<file path="src/rtl/txfifo_pkg.sv">
// Shared definitions for the UART transmit FIFO: default depth and the
// output-stage state encoding.
package txfifo_pkg;

  localparam int LGFLEN_DEFAULT = 4;

  typedef enum logic {
    ST_IDLE    = 1'b0,
    ST_PRESENT = 1'b1
  } tx_state_e;

endpackage

</file>
<file path="src/rtl/txfifo_mem.sv">
// Simple dual-port byte RAM for the transmit FIFO. It has a synchronous write
// port and an asynchronous read port, and no reset.
module txfifo_mem #(
  parameter int AW = 4
) (
  input  logic          i_clk,
  input  logic          i_we,
  input  logic [AW-1:0] i_waddr,
  input  logic [7:0]    i_wdata,
  input  logic [AW-1:0] i_raddr,
  output logic [7:0]    o_rdata
);

  logic [7:0] mem_q [(1 << AW)];

  always_ff @(posedge i_clk) begin
    if (i_we) mem_q[i_waddr] <= i_wdata;
  end

  assign o_rdata = mem_q[i_raddr];

endmodule

</file>
<file path="src/rtl/txfifo.sv">
// Byte FIFO that feeds a UART transmitter. The head byte is held on o_tx_data,
// and that byte counts toward the stored total until the transmitter takes it.
//
// Handshake: o_tx_wr is a valid signal, and !i_tx_busy is its ready. A byte
// moves on every rising edge where o_tx_wr=1 and i_tx_busy=0. While o_tx_wr=1,
// o_tx_data is held until that byte has moved.
module txfifo
  import txfifo_pkg::*;
#(
  parameter int LGFLEN = LGFLEN_DEFAULT
) (
  input  logic            i_clk,
  input  logic            i_reset_n,
  input  logic            i_clr,
  input  logic            i_wr,
  input  logic [7:0]      i_data,
  output logic            o_full,
  output logic            o_empty,
  output logic [LGFLEN:0] o_fill,
  output logic            o_overflow,
  output logic            o_tx_wr,
  output logic [7:0]      o_tx_data,
  input  logic            i_tx_busy,
  output tx_state_e       o_dbg_state
);

  localparam logic [LGFLEN:0]   FULL_CNT = {1'b1, {LGFLEN{1'b0}}};
  localparam logic [LGFLEN:0]   CNT_ONE  = (LGFLEN+1)'(1);
  localparam logic [LGFLEN-1:0] PTR_ONE  = LGFLEN'(1);

  tx_state_e         state_q, state_d;
  logic [LGFLEN-1:0] wr_ptr_q, wr_ptr_d;
  logic [LGFLEN-1:0] rd_ptr_q, rd_ptr_d;
  logic [LGFLEN:0]   fill_q, fill_d;
  logic              overflow_q, overflow_d;
  logic [7:0]        tx_data_q, tx_data_d;

  logic              full;
  logic              wr_accept;
  logic              xfer;
  logic [LGFLEN-1:0] rd_addr;
  logic [7:0]        mem_rdata;

  assign full      = (fill_q == FULL_CNT);
  assign wr_accept = i_wr && !full;
  assign xfer      = (state_q == ST_PRESENT) && !i_tx_busy;
  // On a transfer, look one slot ahead so the next byte is ready on the same edge.
  assign rd_addr   = xfer ? (rd_ptr_q + PTR_ONE) : rd_ptr_q;

  txfifo_mem #(.AW(LGFLEN)) u_mem (
    .i_clk   (i_clk),
    .i_we    (wr_accept && !i_clr),
    .i_waddr (wr_ptr_q),
    .i_wdata (i_data),
    .i_raddr (rd_addr),
    .o_rdata (mem_rdata)
  );

  always_comb begin
    state_d    = state_q;
    wr_ptr_d   = wr_ptr_q;
    rd_ptr_d   = rd_ptr_q;
    fill_d     = fill_q;
    overflow_d = overflow_q;
    tx_data_d  = tx_data_q;

    if (i_clr) begin
      state_d    = ST_IDLE;
      wr_ptr_d   = '0;
      rd_ptr_d   = '0;
      fill_d     = '0;
      overflow_d = 1'b0;
    end else begin
      if (i_wr && full) overflow_d = 1'b1;
      if (wr_accept) wr_ptr_d = wr_ptr_q + PTR_ONE;

      case ({wr_accept, xfer})
        2'b10:   fill_d = fill_q + CNT_ONE;
        2'b01:   fill_d = fill_q - CNT_ONE;
        default: fill_d = fill_q;
      endcase

      case (state_q)
        ST_IDLE: begin
          if (fill_q != '0) begin
            state_d   = ST_PRESENT;
            tx_data_d = mem_rdata;
          end
        end
        ST_PRESENT: begin
          if (xfer) begin
            rd_ptr_d = rd_ptr_q + PTR_ONE;
            if (fill_q > CNT_ONE) begin
              tx_data_d = mem_rdata;
            end else if (wr_accept) begin
              // The last byte leaves as a new one arrives. The RAM is not written
              // yet, so the new byte bypasses it.
              tx_data_d = i_data;
            end else begin
              state_d = ST_IDLE;
            end
          end
        end
        default: state_d = ST_IDLE;
      endcase
    end
  end

  always_ff @(posedge i_clk or negedge i_reset_n) begin
    if (!i_reset_n) begin
      state_q    <= ST_IDLE;
      wr_ptr_q   <= '0;
      rd_ptr_q   <= '0;
      fill_q     <= '0;
      overflow_q <= 1'b0;
      tx_data_q  <= 8'h00;
    end else begin
      state_q    <= state_d;
      wr_ptr_q   <= wr_ptr_d;
      rd_ptr_q   <= rd_ptr_d;
      fill_q     <= fill_d;
      overflow_q <= overflow_d;
      tx_data_q  <= tx_data_d;
    end
  end

  assign o_full      = full;
  assign o_empty     = (fill_q == '0);
  assign o_fill      = fill_q;
  assign o_overflow  = overflow_q;
  assign o_tx_wr     = (state_q == ST_PRESENT);
  assign o_tx_data   = tx_data_q;
  assign o_dbg_state = state_q;

endmodule
</file>
<file path="config.mk">
export PLATFORM = sky130hd
export DESIGN_NAME = txfifo
export DESIGN_NICKNAME = d
export VERILOG_FILES = /design/src/rtl/txfifo_pkg.sv /design/src/rtl/txfifo_mem.sv /design/src/rtl/txfifo.sv
export SDC_FILE = /design/constraint.sdc
export NUM_CORES = 1
export LEC_CHECK = 0
export ABC_AREA = 1
export CAP_MARGIN = 20
export CORE_MARGIN = 1
export CORE_UTILIZATION = 54
export CTS_CLUSTER_SIZE = 10
export DETAILED_ROUTE_END_ITERATION = 12
export GPL_TIMING_DRIVEN = 0
export PLACE_DENSITY = 0.72
export SLEW_MARGIN = 20
export SYNTH_ARGS = -nofsm -noshare
export SYNTH_HDL_FRONTEND = slang
export SYNTH_HIERARCHICAL = 1
export SYNTH_SLANG_ARGS = --single-unit
</file>
<file path="constraint.sdc">
create_clock -name i_clk -period 2.37 [get_ports i_clk]
set_input_delay 0.237 -clock i_clk [delete_from_list [all_inputs] [get_ports i_clk]]
set_output_delay 0.237 -clock i_clk [all_outputs]
set_load 0.02 [all_outputs]
</file>
==> flow_summary_export.csv <==
group,metric,value,unit
pwr,p_per_area,1030,mW/mm^2
synth,synthTopCellsByArea,"edfxtp_1 54%, nand2_1 13%, nand3_1 8.6%",
floorplanning,start_util,0.558,
setup_path,r2r-start,"o_fill[1]$_DFFE_PN0P_",
min_path,hold_end,"rd_ptr_q[1]$_DFFE_PN0P_",
detailed_routing,drt_iter0_markers,555,
detailed_routing,drcViolationCount,0,
global_route,grt.total_usage,0.275,
sta,finalHoldViolCount,0,
cts,clock_latency,0.42,ns
detailed_routing,viasPerCell,5.37,
setup_path,path_max_fanout,9,
synth,syn_area,0.00710,sq mm
synth,synth-edff-count,128,
job,drv_cap,0,
setup_path,r2r_setup_slack,0.05,ns
floorplanning,die_h,117,microns
setup_path,ff2ff_path_depth,7,
cts,root_buffer,"clkbuf_16",
global_route,antenna_found_initial,0,
global_route,grt_max_degree,24,
synth,ys_types,30,
placement,hpwlAfterDp,11500,microns
setup_path,crit_required,2.43,ns
synth,synth_top_area_frac,0.541,
synth,synth_area_per_cell,9.58,sq um
sta,setup_viol,0,
setup_path,r2r-end,"u_mem/mem_q[1][1]$_DFFE_PP_",
setup_path,startpoint_type,"register",
pwr,ir_drop,0.000668,V
cts,cts_tree,"done",
sta,rsz0062_at_grt,"true",
finish,fin_nets,819,
setup_path,crit_type,"register to register",
detailed_routing,vias,5282,
cts,clk_pin_slew_worst_paths,0.06,ns
synth,yosysMostFrequentCell,"nand2_1",
global_route,grt_pass1_vias,4960,
synth,async_reset_ff_frac,0.152,
finish,antenna_cells,0,
cts,numCtsBuffers,17,
placement,port_buffers,29,
cts,cts_max_level,4,
placement,pre_cts_slack,-0.421,ns
floorplanning,dieArea,0.0136,sq mm
cts,cts_sinks,151,
detailed_routing,first_pass_iters,5,
pwr,cellLeakagePower,0.00373,uW
min_path,hp-start,"i_clr",
sta,fin_worst_skew,0.00873,ns
placement,place.gp.congestion,0.904,
sta,final-max-slew-violation-count,0,
synth,yosysWarnings,6,
synth,synthFlopType,"edfxtp_1",
sta,worst_pin_slew,0.846,ns
finish,syn2layout_area_growth,18.9,%
setup_path,cp.arrival,2.38,ns
min_path,min_path_type,"input pin to register",
synth,yosysTopAreaCell,"edfxtp_1",
synth,syn_nets,760,
floorplanning,core_area,0.0127,sq mm
synth,synth-seq-cells,151,
cts,ctsLongestPathBuffers,2,
sta,clock.fmax,431,MHz
status,status,"finished, final reports clean",
detailed_routing,ant_nets,0,
sta,slew_headroom,0.434,
sta,period_share,0.978,
synth,postSynthCellCount,741,
synth,synth_common_cells,"246 x nand2_1, 128 x edfxtp_1, 122 x inv_1, 122 x nand3_1, 24 x nor2_1",
global_route,grt_pass1_wl,26400,microns
detailed_routing,wirelength,17200,microns
placement,place_inst,942,
sta,fin_ws,0.0517,ns
setup_path,cp-end-kind,"register",
finish,final_cell_count_no_fill,984,
detailed_routing,routedWlPerCell,17.5,microns
global_route,globalRoute.totalOverflow,0,
floorplanning,fp.dieW,117,microns
floorplanning,ios,31,
sta,period_needed,2.32,ns
finish,drive_gt1_frac,0.131,
floorplanning,rows,41,
synth,yosysSeqAreaShare,0.622,
min_path,hold_path_depth,2,
==> routing by layer <==
layer	part of all wire	GRT usage	routed length (microns)	up-vias
li1	-	-	-	2494
met1	0.43	0.389	7470	2560
met2	0.47	0.417	8160	199
met3	0.074	0.0560	1270	29
met4	0.020	0.112	350	0
met5	0	0	0	-
==> what timing repair did <==
| item | in CTS | in global routing |
|---|---|---|
| pin swaps | 3 | 1 |
| setup buffers | 5 | 5 |
| setup endpoints to repair | 133 | 57 |
| hold endpoints to repair | 0 | 23 |
| gates resized for setup | 32 | 17 |
| hold buffers | 0 | 1 |
==> worst max-delay path by stage <==
stage                                from                           end  slack, ns  depth (start not counted)
global placement    o_fill[0]$_DFFE_PN0P_  u_mem/mem_q[13][6]$_DFFE_PP_      -0.38                          7
global route        o_fill[1]$_DFFE_PN0P_   u_mem/mem_q[2][0]$_DFFE_PP_      -0.05                          7
finish              o_fill[1]$_DFFE_PN0P_   u_mem/mem_q[1][1]$_DFFE_PP_       0.05                          7
detailed placement  o_fill[0]$_DFFE_PN0P_  u_mem/mem_q[10][3]$_DFFE_PP_      -0.42                          7
floorplan           o_fill[0]$_DFFE_PN0P_  u_mem/mem_q[12][0]$_DFFE_PP_       0.07                          7
CTS                 o_dbg_state$_DFF_PN0_      o_tx_data[4]$_DFFE_PN0P_       0.02                         16
==> where the power goes <==
| group | switching (uW) | internal, uW | leakage (uW) |
|---|---|---|---|
| combinational | 1810 | 1010 | 0.00199 |
| sequential | 116 | 3040 | 0.00146 |
| clock | 1030 | 1650 | 0.000281 |
| total | 2950 | 5700 | 0.00373 |
==> stage by stage <==
stage	TNS [ns]	utilization	instance area, sq um	hold slack [ns]	total power, uW
floorplan	0	-	7100	-0.0586	5000
global placement	-32.56	0.598	7600	0.463	5840
detailed placement	-39.75	0.598	7600	0.463	5890
CTS	0	0.657	8360	0.127	8620
global route	-1.21	0.663	8440	0.162	9100
finish	0	0.663	8440	0.151	8660
==> layout make-up <==
| class | count | area (sq um) |
|---|---|---|
| inverter | 124 | 472 |
| clock buffer | 20 | 437 |
| buffer | 30 | 235 |
| tap | 172 | 215 |
| fill | 1026 | 4280 |
| sequential | 151 | 4420 |
| clock inverter | 11 | 150 |
| multi-input combinational | 436 | 2110 |
| timing repair buffer | 40 | 398 |
==> critical path, stage by stage, from the launching register on <==
cell and delay (ns):
dfrtp_1 0.46, inv_1 0.13, ha_2 0.23, nand3_4 0.12, nand2_4 0.10, nor2_2 0.25
nand2_1 0.23, nor2_2 0.45
==> state kept, by name (all words and copies together), names as in the netlist <==
signal       cells
o_tx_data        8
u_mem/mem_q    128
o_dbg_state      1
rd_ptr_q         4
o_fill           5
wr_ptr_q         4
o_overflow       1
==> cell families (layout without fill, tap and decap cells) <==
logic type | Yosys count | after routing | synth area share
adders and majority gates | 6 | 6 | 0.0106
and+or+nand+nor | 415 | 415 | 0.256
AOI/OAI and AO/OA | 9 | 9 | 0.00828
xor gates and xnor gates | 6 | 6 | 0.00740
buffers and inverters | 154 | 225 | 0.0952
DFF | 151 | 151 | 0.622
==> cell usage in the layout (no fill, tap or decap), drive strengths merged, types with 4 or more instances in the layout <==
cell and count:
nand2 250, clkbuf 26, clkinv 4, xor2 4
edfxtp 128, nor2 30, nand4 6, o21ai 5
nand3 125, buf 35, ha 6, dfrtp 23
clkdlybuf4s50 27, inv 125
Note: power is estimated with default switching activity, not from simulation.
